File: config.mk
export PLATFORM = sky130hd
export DESIGN_NAME = queue_wr_arbiter
export DESIGN_NICKNAME = d
export VERILOG_FILES = /design/src/rtl/queue_wr_arbiter_pkg.sv /design/src/rtl/queue_wr_arbiter_rr_pick.sv /design/src/rtl/queue_wr_arbiter.sv
export SDC_FILE = /design/constraint.sdc
export NUM_CORES = 1
export LEC_CHECK = 0
export CORE_UTILIZATION = 34
export CTS_BUF_LIST = sky130_fd_sc_hd__clkbuf_2 sky130_fd_sc_hd__clkbuf_4 sky130_fd_sc_hd__clkbuf_8
export CTS_CLUSTER_SIZE = 30
export DETAILED_ROUTE_END_ITERATION = 12
export PLACE_DENSITY = 0.84
export SYNTH_ARGS = -nofsm -noshare
export SYNTH_HDL_FRONTEND = slang
export SYNTH_HIERARCHICAL = 1
export SYNTH_SLANG_ARGS = --single-unit
File: constraint.sdc
create_clock -name clk -period 6.2 [get_ports clk]
set_clock_uncertainty 0.2 [all_clocks]
set_input_delay 1.24 -clock clk [delete_from_list [all_inputs] [get_ports clk]]
set_output_delay 1.24 -clock clk [all_outputs]
set_load 0.02 [all_outputs]
File: src/rtl/queue_wr_arbiter_pkg.sv
`default_nettype none
// ============================================================================
// Module      : queue_wr_arbiter_pkg
// Description : Shared types for the queue write-side arbiter: the queue word
//               type and the arbiter state encoding.
// Revision    : 1.0 - initial release
// ============================================================================
package queue_wr_arbiter_pkg;

    localparam int c_DATA_W = 16;

    // Word type carried by the queue push port.
    typedef logic [c_DATA_W-1:0] data_t;

    // Arbiter state: no grant held / grant held.
    typedef enum logic [0:0] {
        ARB_IDLE = 1'b0,
        ARB_BUSY = 1'b1
    } arb_state_t;

endpackage : queue_wr_arbiter_pkg
`default_nettype wire

File: src/rtl/queue_wr_arbiter_rr_pick.sv
`default_nettype none
// ============================================================================
// Module      : queue_wr_arbiter_rr_pick
// Description : Combinational round-robin picker. Returns the first set
//               request at or after i_start, wrapping around, using a
//               double-width rotate followed by a priority encoder.
// Revision    : 1.0 - initial release
// ============================================================================
module queue_wr_arbiter_rr_pick #(
    parameter int NUM_REQ = 4,
    parameter int IDW     = $clog2(NUM_REQ)
) (
    input  logic [NUM_REQ-1:0] i_req,
    input  logic [IDW-1:0]     i_start,
    output logic               o_found,
    output logic [IDW-1:0]     o_idx
);

    logic [2*NUM_REQ-1:0] w_dbl;
    logic [NUM_REQ-1:0]   w_rot;
    logic [IDW-1:0]       w_off;
    logic [IDW:0]         w_sum;

    // Rotating the doubled vector right puts request i_start at bit 0.
    assign w_dbl = {i_req, i_req};
    assign w_rot = NUM_REQ'(w_dbl >> i_start);

    // Priority encode the rotated vector: lowest set bit is the closest
    // requester to i_start.
    always_comb begin
        w_off = '0;
        for (int k = NUM_REQ - 1; k >= 0; k--) begin
            if (w_rot[k]) begin
                w_off = IDW'(k);
            end
        end
    end

    assign o_found = |i_req;

    // Undo the rotation: winner = (start + offset) mod NUM_REQ. The sum never
    // exceeds 2*NUM_REQ-2, so a single conditional subtract suffices.
    assign w_sum = {1'b0, i_start} + {1'b0, w_off};
    assign o_idx = (w_sum >= (IDW+1)'(NUM_REQ)) ? IDW'(w_sum - (IDW+1)'(NUM_REQ))
                                                : w_sum[IDW-1:0];

endmodule : queue_wr_arbiter_rr_pick
`default_nettype wire

File: src/rtl/queue_wr_arbiter.sv
`default_nettype none
// ============================================================================
// Module      : queue_wr_arbiter
// Description : Round-robin arbiter sharing a queue push port among NUM_REQ
//               valid/ready producers. A grant lasts up to BURST_LEN accepted
//               words; pushes are withheld while the queue is full or popping.
// Revision    : 1.0 - initial release
// ============================================================================
module queue_wr_arbiter
    import queue_wr_arbiter_pkg::*;
#(
    parameter int NUM_REQ   = 4,
    parameter int BURST_LEN = 4
) (
    input  logic                       clk,
    input  logic                       rst_n,
    input  logic [NUM_REQ-1:0]         i_req_valid,
    input  data_t                      i_req_data [NUM_REQ],
    output logic [NUM_REQ-1:0]         o_req_ready,
    input  logic                       i_q_full,
    input  logic                       i_q_pop,
    output logic                       o_q_we,
    output data_t                      o_q_wr_data,
    output logic                       o_grant_valid,
    output logic [$clog2(NUM_REQ)-1:0] o_grant_id
);

    localparam int c_IDW = $clog2(NUM_REQ);
    localparam int c_CW  = $clog2(BURST_LEN + 1);
    localparam logic [c_CW-1:0]  c_LAST  = c_CW'(BURST_LEN - 1);
    localparam logic [c_IDW-1:0] c_MAXID = c_IDW'(NUM_REQ - 1);

    arb_state_t       r_state;
    logic             r_grant_valid;
    logic [c_IDW-1:0] r_grant_id;
    logic [c_IDW-1:0] r_rr_ptr;
    logic [c_CW-1:0]  r_cnt;

    logic             w_busy;
    logic             w_held_valid;
    logic             w_open;
    logic             w_beat;
    logic             w_last;
    logic             w_release;
    logic [c_IDW-1:0] w_next_g;
    logic [c_IDW-1:0] w_start;
    logic             w_found;
    logic [c_IDW-1:0] w_pick;

    assign w_busy       = (r_state == ARB_BUSY);
    assign w_held_valid = i_req_valid[r_grant_id];
    // The queue drops a push in any cycle it pops, so popping closes the port.
    assign w_open       = ~i_q_full & ~i_q_pop;
    assign w_beat       = w_busy & w_held_valid & w_open;
    assign w_last       = w_beat & (r_cnt == c_LAST);
    assign w_release    = w_busy & (w_last | ~w_held_valid);
    assign w_next_g     = (r_grant_id == c_MAXID) ? '0 : r_grant_id + 1'b1;
    // On release the search starts just after the holder, making the holder
    // the lowest-priority candidate; from IDLE it starts at the saved pointer.
    assign w_start      = w_busy ? w_next_g : r_rr_ptr;

    queue_wr_arbiter_rr_pick #(
        .NUM_REQ (NUM_REQ),
        .IDW     (c_IDW)
    ) u_rr_pick (
        .i_req   (i_req_valid),
        .i_start (w_start),
        .o_found (w_found),
        .o_idx   (w_pick)
    );

    // Only the grant holder sees ready, and only while the queue can take it.
    always_comb begin
        o_req_ready = '0;
        if (w_busy && w_open) begin
            o_req_ready[r_grant_id] = 1'b1;
        end
    end

    assign o_q_we        = w_beat;
    assign o_q_wr_data   = i_req_data[r_grant_id];
    assign o_grant_valid = r_grant_valid;
    assign o_grant_id    = r_grant_id;

    // Grant state machine: acquire from IDLE, count beats, hand off on release.
    always_ff @(posedge clk or negedge rst_n) begin
        if (!rst_n) begin
            r_state       <= ARB_IDLE;
            r_grant_valid <= 1'b0;
            r_grant_id    <= '0;
            r_rr_ptr      <= '0;
            r_cnt         <= '0;
        end else begin
            case (r_state)
                ARB_IDLE: begin
                    if (w_found) begin
                        r_state       <= ARB_BUSY;
                        r_grant_valid <= 1'b1;
                        r_grant_id    <= w_pick;
                        r_cnt         <= '0;
                    end
                end
                ARB_BUSY: begin
                    if (w_release) begin
                        r_rr_ptr <= w_next_g;
                        r_cnt    <= '0;
                        if (w_found) begin
                            r_grant_id <= w_pick;
                        end else begin
                            r_state       <= ARB_IDLE;
                            r_grant_valid <= 1'b0;
                        end
                    end else if (w_beat) begin
                        r_cnt <= r_cnt + 1'b1;
                    end
                end
                default: begin
                    r_state       <= ARB_IDLE;
                    r_grant_valid <= 1'b0;
                end
            endcase
        end
    end

endmodule : queue_wr_arbiter
`default_nettype wire

==> results by stage <==
Run status:
- The flow ran to the end, and the final reports show no timing, DRC or antenna violations.

Synthesis:
- In this run, synthesis produced a sequential element count of 9.
- The share of flip-flops with an asynchronous set or reset is 100%.
- In the synthesized netlist the dominant register cell turns out to be sky130_fd_sc_hd__dfrtp_1.
- The number of instances in the synthesized netlist is 99.
- Sequential elements use 19.6% of the synthesized area.
- The post-synth design cell area is 0.00115 mm^2.
- Yosys mapped the design onto 37 distinct sky130hd cell types.
- After synthesis, the mean cell area works out to 11.6 um^2.
- In this run, synthesis inferred 0 flip-flops with an integrated enable.
- During synthesis, Yosys emitted a total of 6 warnings.
- The total nets after synthesis is 179.

GRT:
- The leftover overflow at the end of global routing is 0.
- The first-pass GRT wire length is 6130 um.
- The number of global-route vias before repair is 1240.
- Entering global routing, the biggest net connects 23 pins.
- The global router's overall resource usage is 23.2%.
- The number of antenna violations at the first check in global routing is 0.

Timing:
- Derived from the worst setup path, the maximum achievable clock frequency is 216 MHz.
- Setup repair after global routing left no endpoint under its margin.
- For the final routed database, the setup TNS stands at 0 ns.
- The number of pins with negative max-slew slack in the final report is 0.
- The worst path setup slack after routing is 1.57 ns.
- The normalized max-slew margin is 42.2%.
- The final-report hold violation count is 0.
- The final critical path time including I/O delays and setup is 4.63 ns.
- In the finished design, the share of the clock period the worst path needs comes to 74.6%.
- The number of setup violations in the final report is 0.
- The worst-margin pin slew is 0.866 ns.

Power:
- The leakage dissipation is 0.844 nW.
- The worst-case IR drop observed on VDD is 0.271 mV.
- Power spread over the standard cell area amounts to 368 mW/mm^2.

Routing:
- For this run, design rule violations remaining after detail routing come to 0.
- The average wire length per cell after detail routing is 17.9 um.
- After detailed routing, the total wire length is 4240 um.
- The detailed router placed 1286 vias in this run.
- The number of vias per cell after detailed routing is 5.43.
- The first-pass iteration count of the detailed router is 4.
- The remaining antenna violation count is 0.
- For this block, the initial DRC count from the detailed router was 48.

Floorplanning:
- The starting density of the core is 36.8%.
- The die width is 60.2 um.
- The top-level port count is 96.
- The floorplan die area is 0.00362 mm^2.
- The die height is 60.2 um.
- Row generation in the floorplan step produced 20 rows.
- The total core area is 0.00313 mm^2.

Placement:
- The total of buffers placed on input and output ports is 95.
- The final RePlAce weighted congestion is 0.842.
- The post-placement worst setup slack is 1.57 ns.
- Once placement completed, the tool counted placed cells totaling 233.
- The total half-perimeter wirelength after legalization and detailed placement is 3640 um.

Clocking:
- The buffer type at the clock tree root is sky130_fd_sc_hd__clkbuf_4.
- The clock tree buffer depth is 2.
- The maximum level of the CTS H-tree is 1.
- The clock latency on the worst-skew pair is 0.26 ns.
- The buffer count from post-CTS setup fixing is 0.
- The count of hold buffers inserted by post-cts repair is 0.
- The number of buffers inserted during clock tree synthesis is 3.
- TritonCTS built the clock tree.
- The number of gates resized after CTS is 0.
- The clock net in this run drives a total of 9 sinks.
- The clock-pin slew reported for the worst setup and hold paths after clock tree synthesis is 0.06 ns.

Layout:
- In the layout the commonest cells are 95 x sky130_fd_sc_hd__clkdlybuf4s50_1, 17 x sky130_fd_sc_hd__mux4_2, 9 x sky130_fd_sc_hd__dfrtp_1.
- The most common cell after layout, fill and taps aside is sky130_fd_sc_hd__clkdlybuf4s50_1.
- The number of filler instances in the final layout is 230.
- The net count of the finished layout is 274.
- The share of the core filled with cells is 69.1%.
- From synthesis to final layout, the design area changed by 87.9%.
- The antenna diode count is 0.
- The number of standard cells in the layout, taps in and fillers out is 237.
- The proportion of layout cells with a drive suffix above 1 is 15.5%.

Worst setup path:
- STA puts the critical path data arrival time at 3.19 ns.
- The startpoint class of the critical path is an input pin.
- The highest-delay cell along the critical path is sky130_fd_sc_hd__mux4_2.
- The delay of the slowest cell on the worst path is 0.65 ns.
- The worst setup path is captured at a primary output.
- The most used cell along the critical path is sky130_fd_sc_hd__clkdlybuf4s50_1.
- Walking the worst path, the cells encountered are clkdlybuf4s50_1, mux4_2, and3_1, clkdlybuf4s50_1.
- The category of the most critical setup path is in -> out.
- In this run the register-to-register setup slack is 2.96 ns.
- The maximum fanout along the worst path is 8.
- Data on the critical path is required at its endpoint by 4.76 ns.

Run:
- The max-capacitance violation count is 0.

Min path:
- The min-delay analysis places its worst path in the category reg -> reg.
-- cell families after synthesis --
logic type                 Yosys count  synth area share, %
DFF                                  9                 19.6
muxes                               26                 41.8
AOI/OAI and AO/OA                   13                 9.79
xor gates and xnor gates             2                 1.52
adders and majority gates            8                 8.71
and+or+nand+nor                     29                 13.8
buffers and inverters               12                 4.79
-- state kept, by name, summed over array words and instances, names as in the netlist --
register and flops:
r_cnt 3, r_rr_ptr 2, o_grant_id 2, r_state 1
o_grant_valid 1
-- routing by layer --
| layer | vias up | part of all wire, % | wire length, um | GRT usage, % |
|---|---|---|---|---|
| met5 | - | 0 | 0 | 0 |
| met4 | 0 | 2.7 | 114 | 7.64 |
| met3 | 17 | 14 | 576 | 10.8 |
| met1 | 609 | 35 | 1480 | 23.7 |
| met2 | 74 | 49 | 2070 | 41.4 |
| li1 | 586 | - | - | - |
-- critical path, delay by kind of cell --
kind,cells,cell delay (ns)
buffers and inverters,2,1.08
AND/OR/NAND/NOR,1,0.22
multiplexers,1,0.65
-- cell usage after synthesis, types with 2 or more instances --
master / count / share of area (%)
sky130_fd_sc_hd__mux4_2: 17 / 33
sky130_fd_sc_hd__dfrtp_1: 9 / 20
sky130_fd_sc_hd__ha_1: 8 / 8.7
sky130_fd_sc_hd__and3_1: 5 / 2.7
sky130_fd_sc_hd__mux2_1: 5 / 4.9
sky130_fd_sc_hd__nor2_1: 5 / 1.6
sky130_fd_sc_hd__inv_1: 4 / 1.3
sky130_fd_sc_hd__nand2_1: 4 / 1.3
sky130_fd_sc_hd__mux2i_1: 3 / 2.6
sky130_fd_sc_hd__nand3_1: 3 / 1.3
sky130_fd_sc_hd__a21oi_1: 2 / 0.87
sky130_fd_sc_hd__a31oi_1: 2 / 1.1
sky130_fd_sc_hd__buf_2: 2 / 0.87
sky130_fd_sc_hd__buf_4: 2 / 1.3
sky130_fd_sc_hd__inv_2: 2 / 0.65
sky130_fd_sc_hd__nand2b_1: 2 / 1.1
sky130_fd_sc_hd__nor3_1: 2 / 0.87
sky130_fd_sc_hd__nor3b_1: 2 / 1.3
sky130_fd_sc_hd__nor4_1: 2 / 1.1
-- area by class of cell --
type / instances / area [um^2] / share of cell area [%]
repair buffers: 96 / 958 / 44.4
multi-input cells: 78 / 870 / 40.2
flip-flops and latches: 9 / 225 / 10.4
well taps: 44 / 55.1 / 2.55
clock buffers: 4 / 30.0 / 1.39
inverters: 6 / 22.5 / 1.04
-- report_power, final --
| part | leakage (nW) | internal (mW) | switching (mW) | total [mW] |
|---|---|---|---|---|
| Combinational | 0.719 | 0.348 | 0.268 | 0.616 |
| Clock | 0.0184 | 0.0291 | 0.0189 | 0.0480 |
| Sequential | 0.107 | 0.0790 | 0.0519 | 0.131 |
-- final timing paths --
check | endpoint | cells past startpoint | startpoint
max in group asynchronous | r_state | 1 | rst_n
hold / removal | r_rr_ptr[0] | 1 | r_rr_ptr[0]
setup reg to reg | o_grant_id[1] | 9 | o_grant_id[0]
hold reg to reg | r_rr_ptr[0] | 1 | r_rr_ptr[0]
setup / recovery | o_q_we | 4 | i_req_valid[2]
min in group asynchronous | r_rr_ptr[1] | 1 | rst_n
-- metrics by stage --
stage / instance area, um^2 / power (mW) / hold WS [ns]
global route: 2160 / 0.847 / 0.317
finish: 2160 / 0.794 / 0.285
floorplan: 1150 / 0.519 / 0.250
CTS: 2160 / 0.802 / 0.293
detailed placement: 2130 / 0.753 / 0.279
global placement: 2130 / 0.733 / 0.260
Note: power is estimated with default switching activity, not from simulation.
